--- src/rtl/pwm_capture.sv ---
// PWM capture: synchronises pwm_in and measures its period and high time in clk cycles.
// Optional deglitch filter after the synchroniser, enabled by defining PWM_DEGLITCH_EN.
module pwm_capture #(
  parameter int CNT_W       = 16,
  parameter int TIMEOUT     = 65535,
  parameter int SYNC_STAGES = 2,
  parameter int FILT_LEN    = 3
) (
  input  logic             clk,
  input  logic             rst,
  input  logic             pwm_in,
  output logic [CNT_W-1:0] period,
  output logic [CNT_W-1:0] high_time,
  output logic             meas_valid,
  output logic             timeout,
  output logic             stuck_level,
  output logic [7:0]       meas_count
);

  localparam logic [1:0] ST_IDLE = 2'd0;
  localparam logic [1:0] ST_HIGH = 2'd1;
  localparam logic [1:0] ST_LOW  = 2'd2;

  localparam logic [CNT_W-1:0] CNT_MAX = '1;
  localparam logic [CNT_W-1:0] CNT_TO  = CNT_W'(TIMEOUT);

  if (SYNC_STAGES < 2) begin : g_bad_sync
    $error("pwm_capture: SYNC_STAGES must be >= 2");
  end
  if (TIMEOUT < 1 || TIMEOUT > (2**CNT_W) - 1) begin : g_bad_timeout
    $error("pwm_capture: TIMEOUT must be in 1..2^CNT_W-1");
  end
  if (FILT_LEN < 1) begin : g_bad_filt
    $error("pwm_capture: FILT_LEN must be >= 1");
  end

  logic [SYNC_STAGES-1:0] sync_q, sync_d;
  logic                   s;
  logic                   line;
  logic                   line_d_q, line_d_d;
  logic                   rise, fall;

  logic [1:0]       state_q, state_d;
  logic [CNT_W-1:0] cnt_q, cnt_d;
  logic [CNT_W-1:0] hi_lat_q, hi_lat_d;
  logic [CNT_W-1:0] period_q, period_d;
  logic [CNT_W-1:0] high_time_q, high_time_d;
  logic             meas_valid_q, meas_valid_d;
  logic             timeout_q, timeout_d;
  logic             stuck_level_q, stuck_level_d;
  logic [7:0]       meas_count_q, meas_count_d;

  always_comb begin
    sync_d = {sync_q[SYNC_STAGES-2:0], pwm_in};
  end

  assign s = sync_q[SYNC_STAGES-1];

`ifdef PWM_DEGLITCH_EN
  localparam int FW = $clog2(FILT_LEN + 1);

  logic          filt_q, filt_d;
  logic [FW-1:0] fcnt_q, fcnt_d;

  // Output follows s only after FILT_LEN consecutive samples at the new level.
  always_comb begin
    filt_d = filt_q;
    fcnt_d = '0;
    if (s != filt_q) begin
      if (fcnt_q == FW'(FILT_LEN - 1)) begin
        filt_d = s;
      end else begin
        fcnt_d = fcnt_q + FW'(1);
      end
    end
  end

  always_ff @(posedge clk) begin
    if (rst) begin
      filt_q <= 1'b0;
      fcnt_q <= '0;
    end else begin
      filt_q <= filt_d;
      fcnt_q <= fcnt_d;
    end
  end

  assign line = filt_q;
`else
  assign line = s;
`endif

  assign line_d_d = line;
  assign rise     = line & ~line_d_q;
  assign fall     = ~line & line_d_q;

  always_comb begin
    state_d       = state_q;
    hi_lat_d      = hi_lat_q;
    period_d      = period_q;
    high_time_d   = high_time_q;
    meas_valid_d  = 1'b0;
    timeout_d     = timeout_q;
    stuck_level_d = stuck_level_q;
    meas_count_d  = meas_count_q;

    if (rise) begin
      cnt_d = CNT_W'(1);
    end else if (cnt_q == CNT_MAX) begin
      cnt_d = cnt_q;
    end else begin
      cnt_d = cnt_q + CNT_W'(1);
    end

    // Edges are tested before the timeout so a coincident edge takes priority.
    case (state_q)
      ST_IDLE: begin
        if (rise) begin
          timeout_d = 1'b0;
          state_d   = ST_HIGH;
        end
      end
      ST_HIGH: begin
        if (fall) begin
          hi_lat_d = cnt_q;
          state_d  = ST_LOW;
        end else if (cnt_q >= CNT_TO) begin
          timeout_d     = 1'b1;
          stuck_level_d = 1'b1;
          state_d       = ST_IDLE;
        end
      end
      ST_LOW: begin
        if (rise) begin
          period_d     = cnt_q;
          high_time_d  = hi_lat_q;
          meas_valid_d = 1'b1;
          meas_count_d = meas_count_q + 8'd1;
          state_d      = ST_HIGH;
        end else if (cnt_q >= CNT_TO) begin
          timeout_d     = 1'b1;
          stuck_level_d = 1'b0;
          state_d       = ST_IDLE;
        end
      end
      default: state_d = ST_IDLE;
    endcase
  end

  always_ff @(posedge clk) begin
    if (rst) begin
      sync_q        <= '0;
      line_d_q      <= 1'b0;
      state_q       <= ST_IDLE;
      cnt_q         <= '0;
      hi_lat_q      <= '0;
      period_q      <= '0;
      high_time_q   <= '0;
      meas_valid_q  <= 1'b0;
      timeout_q     <= 1'b0;
      stuck_level_q <= 1'b0;
      meas_count_q  <= '0;
    end else begin
      sync_q        <= sync_d;
      line_d_q      <= line_d_d;
      state_q       <= state_d;
      cnt_q         <= cnt_d;
      hi_lat_q      <= hi_lat_d;
      period_q      <= period_d;
      high_time_q   <= high_time_d;
      meas_valid_q  <= meas_valid_d;
      timeout_q     <= timeout_d;
      stuck_level_q <= stuck_level_d;
      meas_count_q  <= meas_count_d;
    end
  end

  assign period      = period_q;
  assign high_time   = high_time_q;
  assign meas_valid  = meas_valid_q;
  assign timeout     = timeout_q;
  assign stuck_level = stuck_level_q;
  assign meas_count  = meas_count_q;

endmodule
--- config.mk ---
export PLATFORM = sky130hd
export DESIGN_NAME = pwm_capture
export DESIGN_NICKNAME = d
export VERILOG_FILES = /design/src/rtl/pwm_capture.sv
export SDC_FILE = /design/constraint.sdc
export NUM_CORES = 1
export LEC_CHECK = 0
export CELL_PAD_IN_SITES_DETAIL_PLACEMENT = 1
export CELL_PAD_IN_SITES_GLOBAL_PLACEMENT = 1
export CORE_ASPECT_RATIO = 1.1
export CORE_MARGIN = 2
export CORE_UTILIZATION = 40
export DETAILED_ROUTE_END_ITERATION = 6
export GPL_ROUTABILITY_DRIVEN = 0
export PLACE_DENSITY_LB_ADDON = 0.12
export SKIP_LAST_GASP = 1
export SYNTH_ARGS = -nofsm -noshare
export SYNTH_HDL_FRONTEND = slang
export SYNTH_SLANG_ARGS = --single-unit
--- constraint.sdc ---
create_clock -name clk -period 1.8 [get_ports clk]
set_input_delay 0.18 -clock clk [delete_from_list [all_inputs] [get_ports clk]]
set_output_delay 0.18 -clock clk [all_outputs]
set_load 0.005 [all_outputs]
# After elaboration in Yosys (flattened, before gate mapping)
# Cells that the tools add are included.
# totals
n_memories	0
out_inout_bits	43
latch_bits	0
in_bits	3
ff_bits	80
mem_bits_ro	0
mem_bits_rw	0
# op_classes
n_div	0
eq_ne	9
bitwise_logic	5
mul	0
magnitude_cmp	1
n_reduce_logical	9
n_addsub	2
muxes	18
shift	0
# op_table
op	count
$add A16 B1 Y16 const B	1
$eq A16 B16 Y1 const B	1
$ge A16 B16 Y1 const B	1
$ne A2 B2 Y1 const B	6
$mux W1	11
$add A8 B1 Y8 const B	1
$mux W2	4
$pmux W2 S3	1
$reduce_and A5 Y1	1
$reduce_and A2 Y1	2
$reduce_and A4 Y1	1
$reduce_or A2 Y1	2
$not A1 Y1	3
$pmux W1 S3	1
$reduce_bool A3 Y1	1
$and A1 B1 Y1	2
$eq A2 B1 Y1 const B	1
$eq A2 B2 Y1 const B	1
$logic_not A2 Y1	1
$pmux W1 S2	1
$reduce_bool A2 Y1	1

# Depth between registers and ports, before layout
# depth
ltp_word	4
ltp_mapped	7

# Worst setup path before layout
# OpenSTA, ideal clock, no wires.
# synth_timing
kind	flip-flop to flip-flop
start	register state_q[0]
end	register period_q[4], in the netlist period[4]
n_path_buf	2
synth_period_minus_slack_ns	1.653
stages_incl_launch_ff	8
arrival_time_ns	1.582
path_slack_ns	0.147
path_cell_list	dfxtp_1 > inv_1 > ha_1 > and3b_1 > clkbuf_1 > clkbuf_1 > nand2_1 > a21oi_1
# synth_via
elab_chain_len	2
# synth_rtl
item	line_no	rtl
start: declaration	43	logic [1:0] state_q, state_d;
start signal: assignment	166	state_q <= state_d;
$eq A2 B2 Y1	116	case (state_q)
$reduce_and A2 Y1 (no source line)	--	
end signal: assignment	169	period_q <= period_d;
end: declaration	46	logic [CNT_W-1:0] period_q, period_d;
# Every way passes these cells.
# A chain may end at the register's enable or synchronous reset.

# Worst setup path in the final report
# layout_timing
start	register cnt_q[1]
end	register cnt_q[14]
# layout_via
elab_chain_len	1
word_cells_on_any_way	2
# layout_rtl
item	line_no	rtl
start: declaration	44	logic [CNT_W-1:0] cnt_q, cnt_d;
start signal: assignment	167	cnt_q <= cnt_d;
$add A16 B1 Y16 or $eq A16 B16 Y1 (tied branches)	112, 109	
# Several ways; a longest one is shown, not always the timed one.

==> flow_metrics.py <==
metrics = {
    "synth": {
        "yosysWarnings": 0,
        "ys_ff_latch": 80,
        "synth_top_family_by_area": "simple AND/OR/NAND/NOR gates",
        "avgSynthCellArea_sq_um": 8.397,
        "synth-simple-area-share_pct": 26.56,
        "synth_top_cell_area_share_pct": 48.78,
        "syn_area_sq_mm": 0.003283,
        "synth_fa_ha_area_share_pct": 2.668,
        "synth_flop_cell": "dfxtp_1",
        "synth_compound_area_share_pct": 14.10,
        "async_flop_share_pct": 0,
        "synth-seq-area-share_pct": 48.78,
        "synth_area_leader_cell": "dfxtp_1",
        "synth_area_leaders": "dfxtp_1, nand2_1, a21oi_1, ha_1, nor2_1",
        "synth_edf_count": 0,
        "synthDistinctLibCells": 50,
        "synthCells": 391,
        "synthXorXnorAreaFrac_pct": 2.134,
        "synthMuxAreaShare_pct": 0.3049,
        "syn-num-nets": 401,
    },
    "global_route": {
        "antenna_found_initial": 0,
        "grt_pass1_vias": 2847,
        "grt_util_all_layers_pct": 19.19,
        "grt_pass1_wl_mm": 13.88,
        "grt_max_degree": 40,
        "overflow": 0,
    },
    "die": {
        "core_area_sq_mm": 0.007955,
        "fp-row-count": 34,
        "initial_core_util_pct": 41.27,
        "die_w_microns": 90.38,
        "die_y_microns": 99.02,
        "dieArea_sq_mm": 0.008949,
        "ioPinCount": 46,
    },
    "sta": {
        "min_period_ns": 1.694,
        "slew_violations": 0,
        "finalSetupViolations": 0,
        "slew_headroom_pct": 70.98,
        "period_share_pct": 94.13,
        "worstMarginPinSlew_ns": 0.4353,
        "rsz0062_at_grt": "false",
        "fmax_ghz": 0.5902,
        "hold_viol": 0,
        "skew_ns": 0.007850,
        "fin_ws_ns": 0.1057,
    },
    "setup_path": {
        "cp-start-kind": "flop",
        "crit_path_end_kind": "flop",
        "cp.required_ns": 2.08,
        "cp.arrival_ns": 1.98,
        "cp_max_fo": 7,
        "crit_buf_inv": 0,
        "r2r_slack_ns": 0.11,
        "worstPathCellList": "ha_2 > nand3_1 > a311o_1 > or4_1 > nand2_1",
        "max_stage_delay_ns": 0.49,
        "slowest_stage": "or4_1",
        "crit_type": "flop to flop",
        "path_delay_family": "simple AND/OR/NAND/NOR gates",
    },
    "cells_and_area": {
        "fin_nets": 452,
        "final_cell_mix": "nand2_1, dfxtp_1, a21oi_1",
        "fin_util_pct": 51.10,
        "diodes": 0,
        "final_common_cell": "nand2_1",
        "drive_above_1_share_pct": 11.41,
        "area_growth_pct": 23.82,
    },
    "drt": {
        "vias": 2835,
        "wl_per_cell_microns": 14.69,
        "drt_iter0_drc": 63,
        "vias_per_cell": 5.108,
        "drc": 0,
        "finalWirelength_mm": 8.152,
        "drtPass1Iterations": 4,
        "antenna_left": 0,
    },
    "clock_network": {
        "ctsHoldBuffers": 0,
        "clk_path_buf_depth": 2,
        "clk-insertion-delay-late_ns": 0.34,
        "clkSlewWorstSetupHoldPaths_ns": 0.08,
        "cts_sinks": 80,
        "cts.htree.levels": 3,
        "cts_tree": "yes",
        "cts-root-buf": "clkbuf_8",
        "cts_buffers": 9,
    },
    "pwr": {
        "peakVddDrop_uv": 382.6,
        "power_leakage_uw": 0.001407,
        "power.density_mw_per_mm2": 796.3,
    },
    "run_status": {
        "status": "finished clean",
    },
    "job": {
        "cap_violations": 0,
    },
    "place": {
        "port_buffers": 45,
        "dp_hpwl_mm": 5.821,
        "dp_slack_ns": -0.03456,
    },
    "hold_path": {
        "hold_path_class": "input pin to flop",
    },
}
timing repair:
action,4_1_cts,5_1_grt
endpoints found under the setup margin,1,23
resized for setup,1,6
cloned,0,0
buffers inserted,0,0
pin swaps,0,0
cell type report:
type                            count  area (sq um)
Fill cell                        1002          3890
Sequential cell                    80          1607
Clock buffer                       11         141.4
Timing Repair Buffer               66         603.1
Multi-Input combinational cell    281          1508
Inverter                            4         15.01
Clock inverter                      5         56.30
Tap cell                          108         135.1
cell usage after synthesis, types with 4 or more instances:
cell type	instances
dfxtp_1	80
inv_1	4
nand3_1	9
nand2_1	108
xor2_1	5
nor2_1	17
o21ai_0	8
nand4_1	7
clkbuf_1	16
nor3_1	5
or3_1	5
ha_1	7
a21oi_1	62
or4_1	6
flip-flops by register name, summed over array words and instances (netlist names):
| name | cells |
|---|---|
| meas_count | 8 |
| high_time | 16 |
| timeout | 1 |
| meas_valid | 1 |
| state_q | 2 |
| hi_lat_q | 16 |
| line_d_q | 1 |
| stuck_level | 1 |
| period | 16 |
| sync_q | 2 |
| cnt_q | 16 |
report_power, final:
part | internal (uW) | leakage [uW] | switching, uW | total (uW)
clock | 677 | 0.0000993 | 634 | 1310
sequential | 1780 | 0.000647 | 12.8 | 1790
combinational | 49.5 | 0.000660 | 83.5 | 133
metal layers:
metal / vias to the layer above / global-route usage [%] / routed length [microns]
met5: - / 0 / 0
met3: 8 / 3.211 / 234
met1: 1350 / 25.30 / 4030
met4: 0 / 7.219 / 94
li1: 1429 / - / -
met2: 48 / 31.75 / 3792
worst paths after layout:
| kind | start | end | cells after the start |
|---|---|---|---|
| setup / recovery | cnt_q[1] | cnt_q[14] | 5 |
| hold / removal | rst | meas_valid | 3 |
| setup reg to reg | cnt_q[1] | cnt_q[14] | 5 |
| hold reg to reg | high_time[4] | high_time[4] | 2 |
worst min-delay path, delay by kind of cell:
kind                   cells  cell delay [ns]
buffers and inverters      2             0.33
AND/OR/NAND/NOR            1             0.11
logic make-up (layout without fill, tap and decap cells):
| logic type | Yosys count | in the layout |
|---|---|---|
| AND/OR/NAND/NOR | 181 | 181 |
| adder cells (fa/ha/maj) | 7 | 7 |
| AO/OA/AOI/OAI | 84 | 84 |
| multiplexers | 1 | 1 |
| buffers and inverters | 30 | 86 |
| flip-flops | 80 | 80 |
| XOR/XNOR | 8 | 8 |
metrics by stage:
stage	hold slack (ns)	instances	area [sq um]	total power (uW)	TNS [ns]
final	0.3215	555	4065	3237	0
after global routing	0.3393	555	4065	3381	0
after CTS	0.3156	555	4056	3278	0
after detailed placement	0.4475	539	3857	1966	-0.03456
after global placement	0.4235	539	3857	1959	0
after floorplan	0.3082	391	3283	1920	0
(Power assumes the default switching activity.)
